<file path="config.mk">
export PLATFORM = sky130hd
export DESIGN_NAME = ofdm_fec_encoder
export DESIGN_NICKNAME = d
export VERILOG_FILES = /design/src/rtl/ofdm_fec_pkg.sv /design/src/rtl/ofdm_fec_encoder_conv_enc_k7.sv /design/src/rtl/ofdm_fec_encoder.sv
export SDC_FILE = /design/constraint.sdc
export NUM_CORES = 1
export LEC_CHECK = 0
export ABC_AREA = 1
export CORE_MARGIN = 2
export CORE_UTILIZATION = 50
export CTS_BUF_LIST = sky130_fd_sc_hd__clkbuf_8
export DETAILED_ROUTE_END_ITERATION = 8
export PLACE_DENSITY = 0.83
export SKIP_CTS_REPAIR_TIMING = 1
export SLEW_MARGIN = 20
export SYNTH_ARGS = -nofsm -noshare
export SYNTH_HDL_FRONTEND = slang
export SYNTH_SLANG_ARGS = --single-unit
</file>
<file path="constraint.sdc">
create_clock -name clk -period 1.5 [get_ports clk]
set_input_delay 0.3 -clock clk [delete_from_list [all_inputs] [get_ports clk]]
set_output_delay 0.3 -clock clk [all_outputs]
set_load 0.01 [all_outputs]
</file>
<file path="src/rtl/ofdm_fec_pkg.sv">
// Shared definitions for the OFDM FEC encoder peripheral: register map,
// CSR bit positions, default code generators / scrambler seed, FSM encoding
// and a small parity helper used by the convolutional encoder core.
package ofdm_fec_pkg;

    // Register addresses within the peripheral
    localparam logic [3:0] ADDR_CTRL   = 4'h0;
    localparam logic [3:0] ADDR_STATUS = 4'h1;
    localparam logic [3:0] ADDR_DATA   = 4'h2;
    localparam logic [3:0] ADDR_SEED   = 4'h3;
    localparam logic [3:0] ADDR_OUT_LO = 4'h4;
    localparam logic [3:0] ADDR_OUT_HI = 4'h5;
    localparam logic [3:0] ADDR_SCRDBG = 4'h6;

    // CTRL bit positions
    localparam int CTRL_SCRAM_EN = 0;
    localparam int CTRL_CLEAR    = 3;

    // STATUS bit positions (also the acknowledge bits on a STATUS write)
    localparam int STAT_BUSY      = 0;
    localparam int STAT_OUT_VALID = 1;
    localparam int STAT_OVERRUN   = 2;

    // Default generators (802.11 K=7, rate 1/2) and scrambler seed
    localparam logic [6:0] G0_DEF            = 7'o133;
    localparam logic [6:0] G1_DEF            = 7'o171;
    localparam logic [6:0] SCRAM_SEED_RST_DEF = 7'h7F;

    // Controller states
    typedef enum logic {
        ST_IDLE = 1'b0,
        ST_RUN  = 1'b1
    } fec_state_e;

    // Even parity of the generator-masked encoder window
    function automatic logic parity7(input logic [6:0] v);
        return ^v;
    endfunction

endpackage

</file>
<file path="src/rtl/ofdm_fec_encoder_conv_enc_k7.sv">
// Bit-serial K=7 rate-1/2 convolutional encoder core.
// Window bit 6 is the current input u, bit 5 is d1 ... bit 0 is d6, so a
// generator written in octal (MSB = current bit) masks the window directly.
// A and B are combinational functions of u and the delay line; the delay
// line advances only when en is high, and clr empties it (clr wins over en).
module ofdm_conv_enc_k7
    import ofdm_fec_pkg::*;
#(
    parameter logic [6:0] G0 = G0_DEF,
    parameter logic [6:0] G1 = G1_DEF
) (
    input  logic clk,
    input  logic rst_n,
    input  logic clr,
    input  logic en,
    input  logic u,
    output logic A,
    output logic B
);

    // r_dly[0] = d1 (most recent), r_dly[5] = d6 (oldest)
    logic [5:0] r_dly;
    logic [6:0] w_win;

    assign w_win = {u, r_dly[0], r_dly[1], r_dly[2], r_dly[3], r_dly[4], r_dly[5]};
    assign A     = parity7(w_win & G0);
    assign B     = parity7(w_win & G1);

    // Delay line: cleared by clr, shifts in u on each enabled bit
    always_ff @(posedge clk or negedge rst_n) begin
        if (!rst_n) begin
            r_dly <= 6'b000000;
        end else if (clr) begin
            r_dly <= 6'b000000;
        end else if (en) begin
            r_dly <= {r_dly[4:0], u};
        end else begin
            r_dly <= r_dly;
        end
    end

endmodule

</file>
<file path="src/rtl/ofdm_fec_encoder.sv">
// TinyQV peripheral: per-byte 802.11 scrambler (x^7+x^4+1) followed by a
// K=7 rate-1/2 convolutional encoder, one bit per clock, LSB first.
// The 16 coded bits of each byte are exposed as OUT_LO / OUT_HI.
// Optional build macro OFDM_FEC_SCRAMBLED_READBACK_EN adds a read-only view
// (address 0x6) of the scrambled byte from the last completed run.
module ofdm_fec_encoder
    import ofdm_fec_pkg::*;
#(
    parameter logic [6:0] SCRAM_SEED_RST = SCRAM_SEED_RST_DEF,
    parameter logic [6:0] G0             = G0_DEF,
    parameter logic [6:0] G1             = G1_DEF
) (
    input  logic       clk,
    input  logic       rst_n,
    input  logic [7:0] ui_in,
    output logic [7:0] uo_out,
    input  logic [3:0] address,
    input  logic       data_write,
    input  logic [7:0] data_in,
    output logic [7:0] data_out
);

    fec_state_e r_state;
    fec_state_e w_state_nxt;

    logic [7:0]  r_ctrl;
    logic        r_out_valid;
    logic        r_overrun;
    logic [7:0]  r_data;
    logic [7:0]  r_byte;
    logic [6:0]  r_seed;
    logic [6:0]  r_scr;
    logic [2:0]  r_bit_cnt;
    logic [15:0] r_acc;
    logic [15:0] r_out;

    logic w_wr_ctrl, w_wr_stat, w_wr_data, w_wr_seed;
    logic w_clear, w_running, w_step, w_done, w_accept;
    logic w_scram_en, w_d, w_fb, w_u, w_a, w_b;
    logic [15:0] w_coded;
    logic w_unused;

    assign uo_out   = 8'h00;
    assign w_unused = &{1'b0, ui_in};

    // Bus write decode
    assign w_wr_ctrl = data_write && (address == ADDR_CTRL);
    assign w_wr_stat = data_write && (address == ADDR_STATUS);
    assign w_wr_data = data_write && (address == ADDR_DATA);
    assign w_wr_seed = data_write && (address == ADDR_SEED);
    assign w_clear   = w_wr_ctrl && data_in[CTRL_CLEAR];

    // Run control: a clear aborts the run and beats a same-cycle completion
    assign w_running = (r_state == ST_RUN);
    assign w_step    = w_running && !w_clear;
    assign w_done    = w_step && (r_bit_cnt == 3'd7);
    assign w_accept  = w_wr_data && !w_running;

    // Scrambler and encoder input for the current bit
    assign w_scram_en = r_ctrl[CTRL_SCRAM_EN];
    assign w_d        = r_byte[r_bit_cnt];
    assign w_fb       = r_scr[6] ^ r_scr[3];
    assign w_u        = w_scram_en ? (w_d ^ w_fb) : w_d;
    assign w_coded    = {w_b, w_a, r_acc[15:2]};

    ofdm_conv_enc_k7 #(
        .G0 (G0),
        .G1 (G1)
    ) u_conv (
        .clk   (clk),
        .rst_n (rst_n),
        .clr   (w_clear),
        .en    (w_step),
        .u     (w_u),
        .A     (w_a),
        .B     (w_b)
    );

    // FSM state register
    always_ff @(posedge clk or negedge rst_n) begin
        if (!rst_n) begin
            r_state <= ST_IDLE;
        end else begin
            r_state <= w_state_nxt;
        end
    end

    // FSM next state: start on a DATA write, stop after bit 7 or on clear
    always_comb begin
        w_state_nxt = r_state;
        case (r_state)
            ST_IDLE: begin
                if (w_wr_data) begin
                    w_state_nxt = ST_RUN;
                end else begin
                    w_state_nxt = ST_IDLE;
                end
            end
            ST_RUN: begin
                if (w_clear || (r_bit_cnt == 3'd7)) begin
                    w_state_nxt = ST_IDLE;
                end else begin
                    w_state_nxt = ST_RUN;
                end
            end
            default: w_state_nxt = ST_IDLE;
        endcase
    end

    // Software-visible configuration registers (CTRL, SEED, DATA readback)
    always_ff @(posedge clk or negedge rst_n) begin
        if (!rst_n) begin
            r_ctrl <= 8'h00;
            r_seed <= SCRAM_SEED_RST;
            r_data <= 8'h00;
        end else begin
            if (w_wr_ctrl) begin
                r_ctrl <= data_in & 8'hF7;
            end
            if (w_wr_seed) begin
                r_seed <= data_in[6:0];
            end
            if (w_accept) begin
                r_data <= data_in;
            end
        end
    end

    // Status flags: completion beats an ack; a rejected or unread byte flags overrun
    always_ff @(posedge clk or negedge rst_n) begin
        if (!rst_n) begin
            r_out_valid <= 1'b0;
            r_overrun   <= 1'b0;
        end else begin
            if (w_done) begin
                r_out_valid <= 1'b1;
            end else if (w_accept) begin
                r_out_valid <= 1'b0;
            end else if (w_wr_stat && data_in[STAT_OUT_VALID]) begin
                r_out_valid <= 1'b0;
            end
            if (w_wr_data && (w_running || r_out_valid)) begin
                r_overrun <= 1'b1;
            end else if (w_wr_stat && data_in[STAT_OVERRUN]) begin
                r_overrun <= 1'b0;
            end
        end
    end

    // Run datapath: byte latch, bit counter, scrambler, coded-bit collection
    always_ff @(posedge clk or negedge rst_n) begin
        if (!rst_n) begin
            r_byte    <= 8'h00;
            r_bit_cnt <= 3'd0;
            r_scr     <= SCRAM_SEED_RST;
            r_acc     <= 16'h0000;
            r_out     <= 16'h0000;
        end else begin
            if (w_accept) begin
                r_byte    <= data_in;
                r_bit_cnt <= 3'd0;
            end else if (w_step) begin
                r_bit_cnt <= r_bit_cnt + 3'd1;
            end
            if (w_clear) begin
                r_scr <= r_seed;
            end else if (w_step && w_scram_en) begin
                r_scr <= {r_scr[5:0], w_fb};
            end
            if (w_step) begin
                r_acc <= w_coded;
            end
            if (w_done) begin
                r_out <= w_coded;
            end
        end
    end

`ifdef OFDM_FEC_SCRAMBLED_READBACK_EN
    logic [7:0] r_u_acc;
    logic [7:0] r_scr_dbg;

    // Collect scrambled bits of the run and publish them on completion
    always_ff @(posedge clk or negedge rst_n) begin
        if (!rst_n) begin
            r_u_acc   <= 8'h00;
            r_scr_dbg <= 8'h00;
        end else begin
            if (w_step) begin
                r_u_acc <= {w_u, r_u_acc[7:1]};
            end
            if (w_done) begin
                r_scr_dbg <= {w_u, r_u_acc[7:1]};
            end
        end
    end
`endif

    // Combinational register read mux
    always_comb begin
        data_out = 8'h00;
        case (address)
            ADDR_CTRL:   data_out = r_ctrl;
            ADDR_STATUS: data_out = {5'b00000, r_overrun, r_out_valid, w_running};
            ADDR_DATA:   data_out = r_data;
            ADDR_SEED:   data_out = {1'b0, r_seed};
            ADDR_OUT_LO: data_out = r_out[7:0];
            ADDR_OUT_HI: data_out = r_out[15:8];
`ifdef OFDM_FEC_SCRAMBLED_READBACK_EN
            ADDR_SCRDBG: data_out = r_scr_dbg;
`else
            ADDR_SCRDBG: data_out = 8'h00;
`endif
            default:     data_out = 8'h00;
        endcase
    end

endmodule

</file>
After elaboration in Yosys (flattened, before gate mapping)
Index checks and enable logic that the tools add are counted.

word-level totals
  flip-flop bits (word level) = 73
  input port bits = 23
  output and inout bits = 16

operators by class
  $add $sub $neg = 1
  $lt $le $gt $ge = 1
  equal/unequal tests = 6
  mux-type cells = 18
  bitwise logic cells = 3
  reductions and logical operators = 24

operators with widths
  operator                                                    number
  case mux 8 bit (6 select lines)                             1
  two-way mux 7 bit                                           2
  XOR reduction 7 bit                                         2
  logical AND 1 bit                                           12
  two-way mux 6 bit                                           2
  two-way mux 1 bit                                           9
  equality test 4 x 2 -> 1 bit, second input constant         2
  equality test 4 x 3 -> 1 bit, second input constant         2
  nonzero test 2 bit                                          4
  two-way mux 3 bit                                           2
  equality test 4 x 1 -> 1 bit, second input constant         1
  logical NOT 4 bit                                           1
  less-than comparator 3 x 4 -> 1 bit, second input constant  1
  adder 3 x 1 -> 3 bit, second input constant                 1
  binary-select mux 1 bit (select 3 bit)                      1
  equality test 3 bit, second input constant                  1
  nonzero test 3 bit                                          1
  logical NOT 1 bit                                           2
  logical OR 1 bit                                            2
  case mux 1 bit (2 select lines)                             1
  XOR 1 bit                                                   2
  inverter 1 bit                                              1

Longest topological paths before layout
  depth after elaboration = 8
  mapped depth = 12
  depth with buffers taken out = 12

By module
Synthesis repeated with hierarchy kept, for this count alone.

second synthesis, totals
  cell total of the unflattened synthesis = 451
  area, all modules = 3599.7 um^2

by module, submodules not included
  module            instances  cells an instance  area each (um^2)
  ofdm_fec_encoder  1          405                3265.6
  ofdm_conv_enc_k7  1          46                 334.1

Worst setup path before layout
Ideal clock, no wire load.

  path kind = in2out
  from = input address[2]
  to = output data_out[6]
  arrival = 1.147 ns
  data required time = 1.200 ns
  slack = 0.053 ns
  stages = 5
  path buffers = 0
  cell sequence = nor2_4 inv_1 nor3_2 inv_1 o21ai_0

on the way
  word-level cells in the longest chain between the ends = 2
  elaborated cells between the ends (all ways) = 7
  classes of those cells = eq/ne: 5; mux: 1; reduce/logical: 1

ends and longest elaborated chain
  what                                                  RTL line                 text
  start, declared                                       ofdm_fec_encoder.sv:17   input logic [3:0] address,
  equality test 4 x 3 -> 1 bit (tied with other cells)  ofdm_fec_encoder.sv:202  case (address)
  case mux 8 bit (6 select lines) *                     ofdm_fec_encoder.sv:202
  end, declared                                         ofdm_fec_encoder.sv:20   output logic [7:0] data_out

Every way passes the cells marked *; elsewhere a longest branch is shown, timed or not.

Worst setup path in the final report
  from = register r_out[5]
  to = output data_out[5]

on the way
  word-level cells in the longest chain between the ends = 1

ends and longest elaborated chain
  what                             RTL line                 text
  start, declared                  ofdm_fec_encoder.sv:35   logic [15:0] r_out;
  start signal, assigned           ofdm_fec_encoder.sv:174  r_out <= w_coded;
  case mux 8 bit (6 select lines)  ofdm_fec_encoder.sv:202

Every way passes these cells.

==> impl_metrics.env <==
export IMPL_rows=30
export IMPL_n_fill_cell=431
export IMPL_core_area_um2=6680
export IMPL_p_leak_nw=2.28
export IMPL_synth_edf_count=0
export IMPL_vias=3164
export IMPL_nNetsFinal=499
export IMPL_cp_required_ns=1.20
export IMPL_avgSynthCellArea_um2=8.76
export IMPL_worst_pin_slew_ns=0.562
export IMPL_skew_ns=0.0134
export IMPL_max_freq_mhz=571
export IMPL_ys_warn_count=0
export IMPL_drv_slew=0
export IMPL_viasPerCell=5.66
export IMPL_antenna_found_initial=0
export IMPL_cts_tree="built"
export IMPL_ioPinCount=39
export IMPL_cp_slowest_stage_delay_ns=0.43
export IMPL_hp_class="reg -> reg"
export IMPL_layout_worst_path_cycle_share_pct=117
export IMPL_place_area_um2=4080
export IMPL_final_antenna_net_count=0
export IMPL_grt_use_total_pct=23.8
export IMPL_fin_crit_ns=1.75
export IMPL_hold_viol=0
export IMPL_rsz0062_at_grt="yes"
export IMPL_seq_area_frac_synth_pct=52.6
export IMPL_clockBufferDepth=2
export IMPL_grt_start_max_net_pins=26
export IMPL_dr_pass1_iters=5
export IMPL_htreeDepth=3
export IMPL_endpoint_kind="primary output"
export IMPL_postSynthCellCount=389
export IMPL_peakVddDrop_v=0.000963
export IMPL_setup_violations_final=14
export IMPL_die_width_um=86.6
export IMPL_grt_pass1_vias=2935
export IMPL_maxCapViolCount=0
export IMPL_drc=0
export IMPL_pre_cts_ws_ns=-0.960
export IMPL_avgRoutedWirePerCell_um=17.6
export IMPL_crit_slowest_cell="dfrtp_1"
export IMPL_violations="setup timing"
export IMPL_place_congestion=0.907
export IMPL_ys_ff_latch=71
export IMPL_async_flop_share_pct=100
export IMPL_root_buffer="clkbuf_8"
export IMPL_overflow=0
export IMPL_die_y_um=86.6
export IMPL_final_util_pct=71.3
export IMPL_grt_pass1_wl_mm=13.6
export IMPL_critPathLaunchType="flip-flop"
export IMPL_drtIter0Drc=276
export IMPL_maxSlewHeadroom_pct=62.5
export IMPL_crit_chain="nand3_1, nand2_1, a31oi_2, o211ai_1, buf_2"
export IMPL_area_growth_pct=39.8
export IMPL_ys_dominant_reg_cell="dfrtp_1"
export IMPL_die_area_um2=7490
export IMPL_design_area_um2=4760
export IMPL_drt_total_wl_mm=9.83
export IMPL_cts_buffers=9
export IMPL_cts_sinks=71
export IMPL_cp_max_fo=2
export IMPL_io_buffer_count=22
export IMPL_diodes=0
export IMPL_drive_gt1_share_pct=39.0
export IMPL_synth_cell_types=37
export IMPL_initial_core_util_pct=51.0
export IMPL_outcome="complete, but fails checks"
export IMPL_layout_setup_ws_ns=-0.251
export IMPL_place_hpwl_mm=6.17
export IMPL_clk_pin_slew_ns=0.08
export IMPL_crit_type="reg -> out"
export IMPL_worstPathArrival_ns=1.45
export IMPL_p_per_area_nw_per_um2=1780
export IMPL_syn_area_um2=3410
export IMPL_clk_latency_ns=0.35
-- state kept, by name (all words and copies together), names as in the netlist --
name	cells
r_acc	14
r_ctrl	7
r_overrun	1
r_state	1
r_seed	7
u_conv.r_dly	6
r_out	16
r_scr	7
r_bit_cnt	3
r_out_valid	1
r_byte	8
-- synth_stat cells, drive strengths merged, types with 2 or more instances --
library cell  count  area, um2
nor3              3       20.0
nand2           104        424
xor2              2       17.5
nand3            37        190
o211ai            2       15.0
o2111ai           5       43.8
o21ai            48        240
a21oi             5       25.0
o22ai             9       56.3
o311ai            2       17.5
ha                2       25.0
xnor2             2       17.5
clkbuf            2       7.51
a31oi             2       12.5
inv              57        216
buf              16        119
nor2             11       91.3
dfrtp            57       1430
o21a              3       22.5
o221ai            3       26.3
dfstp            14        368
-- where the power goes --
part	internal, mW	switching [mW]	leakage [nW]	total (mW)
sequential	2.74	0.540	0.871	3.28
combinational	1.53	2.08	1.31	3.61
clock	0.856	0.728	0.105	1.58
-- cells in the final DEF, fill, tap and decap left out, drive strengths merged --
| cell type | instances |
|---|---|
| nand3 | 38 |
| o22ai | 9 |
| o221a | 1 |
| nand2 | 104 |
| o21a | 3 |
| conb | 8 |
| a31oi | 2 |
| ha | 2 |
| xor2 | 2 |
| o2111ai | 5 |
| clkinvlp | 1 |
| buf | 70 |
| xnor2 | 2 |
| bufinv | 1 |
| clkinv | 3 |
| nor2 | 11 |
| mux2 | 1 |
| dfrtp | 57 |
| clkdlybuf4s50 | 9 |
| o221ai | 3 |
| dfstp | 14 |
| dlygate4sd3 | 1 |
| o211ai | 2 |
| o21ai | 48 |
| nor3 | 3 |
| inv | 57 |
| o311ai | 2 |
| clkbuf | 15 |
| a21oi | 5 |
-- layout make-up --
class                           instances  area [um2]  share of cell area [%]
Sequential cell                        71        1790                    37.7
Multi-Input combinational cell        251        1620                    34.0
Clock inverter                          5        56.3                    1.18
Timing Repair Buffer                   84         822                    17.3
Tap cell                               80         100                    2.10
Clock buffer                           11         151                    3.18
Inverter                               57         221                    4.65
-- critical path: cells and delay by family (launching register included) --
kind | cells | cell delay, ns
flip-flops | 1 | 0.43
buffers and inverters | 1 | 0.16
AO/OA/AOI/OAI | 2 | 0.33
AND/OR/NAND/NOR | 2 | 0.20
-- path summary, 6_finish.rpt --
path                               start     endpoint  slack, ns  cells after the start
worst max-delay path            r_out[5]  data_out[5]      -0.25                      5
worst min-delay path            r_acc[2]     r_out[0]       0.47                      2
worst max register to register  r_scr[3]    r_out[15]      -0.08                      9
worst min register to register  r_acc[2]     r_out[0]       0.47                      2
max in group asynchronous          rst_n    r_seed[0]       0.44                      3
min in group asynchronous          rst_n    r_acc[14]       0.48                      2
-- metal layers --
layer	share of wire [%]	vias up	GRT usage [%]	wire, um
li1	-	1433	-	-
met5	0	-	0	0
met4	2.9	0	7.81	286
met3	6.7	33	5.71	661
met2	51	153	40.0	5000
met1	40	1545	30.3	3890
-- logic make-up (layout without fill, tap and decap cells) --
group	Yosys count	after routing	share of synthesized area, %
AND/OR/NAND/NOR	155	156	21.3
AO/OA/AOI/OAI	80	80	13.8
buffers and inverters	75	157	10.1
flip-flops	71	71	52.6
XOR/XNOR	4	4	1.03
adder cells (fa/ha/maj)	2	2	0.734
other	1	8	0.110
multiplexers	1	1	0.330
-- through the flow --
step	power [mW]	TNS [ns]	cells	hold slack (ns)
after floorplan	4.84	0	396	0.00441
final	8.48	-1.54	559	0.475
after detailed placement	5.86	-39.73	528	0.317
after CTS	7.45	-15.35	544	-0.0544
after global placement	5.71	-36.83	528	0.313
after global routing	8.97	-2.65	559	0.483
Note: power is estimated with default switching activity, not from simulation.
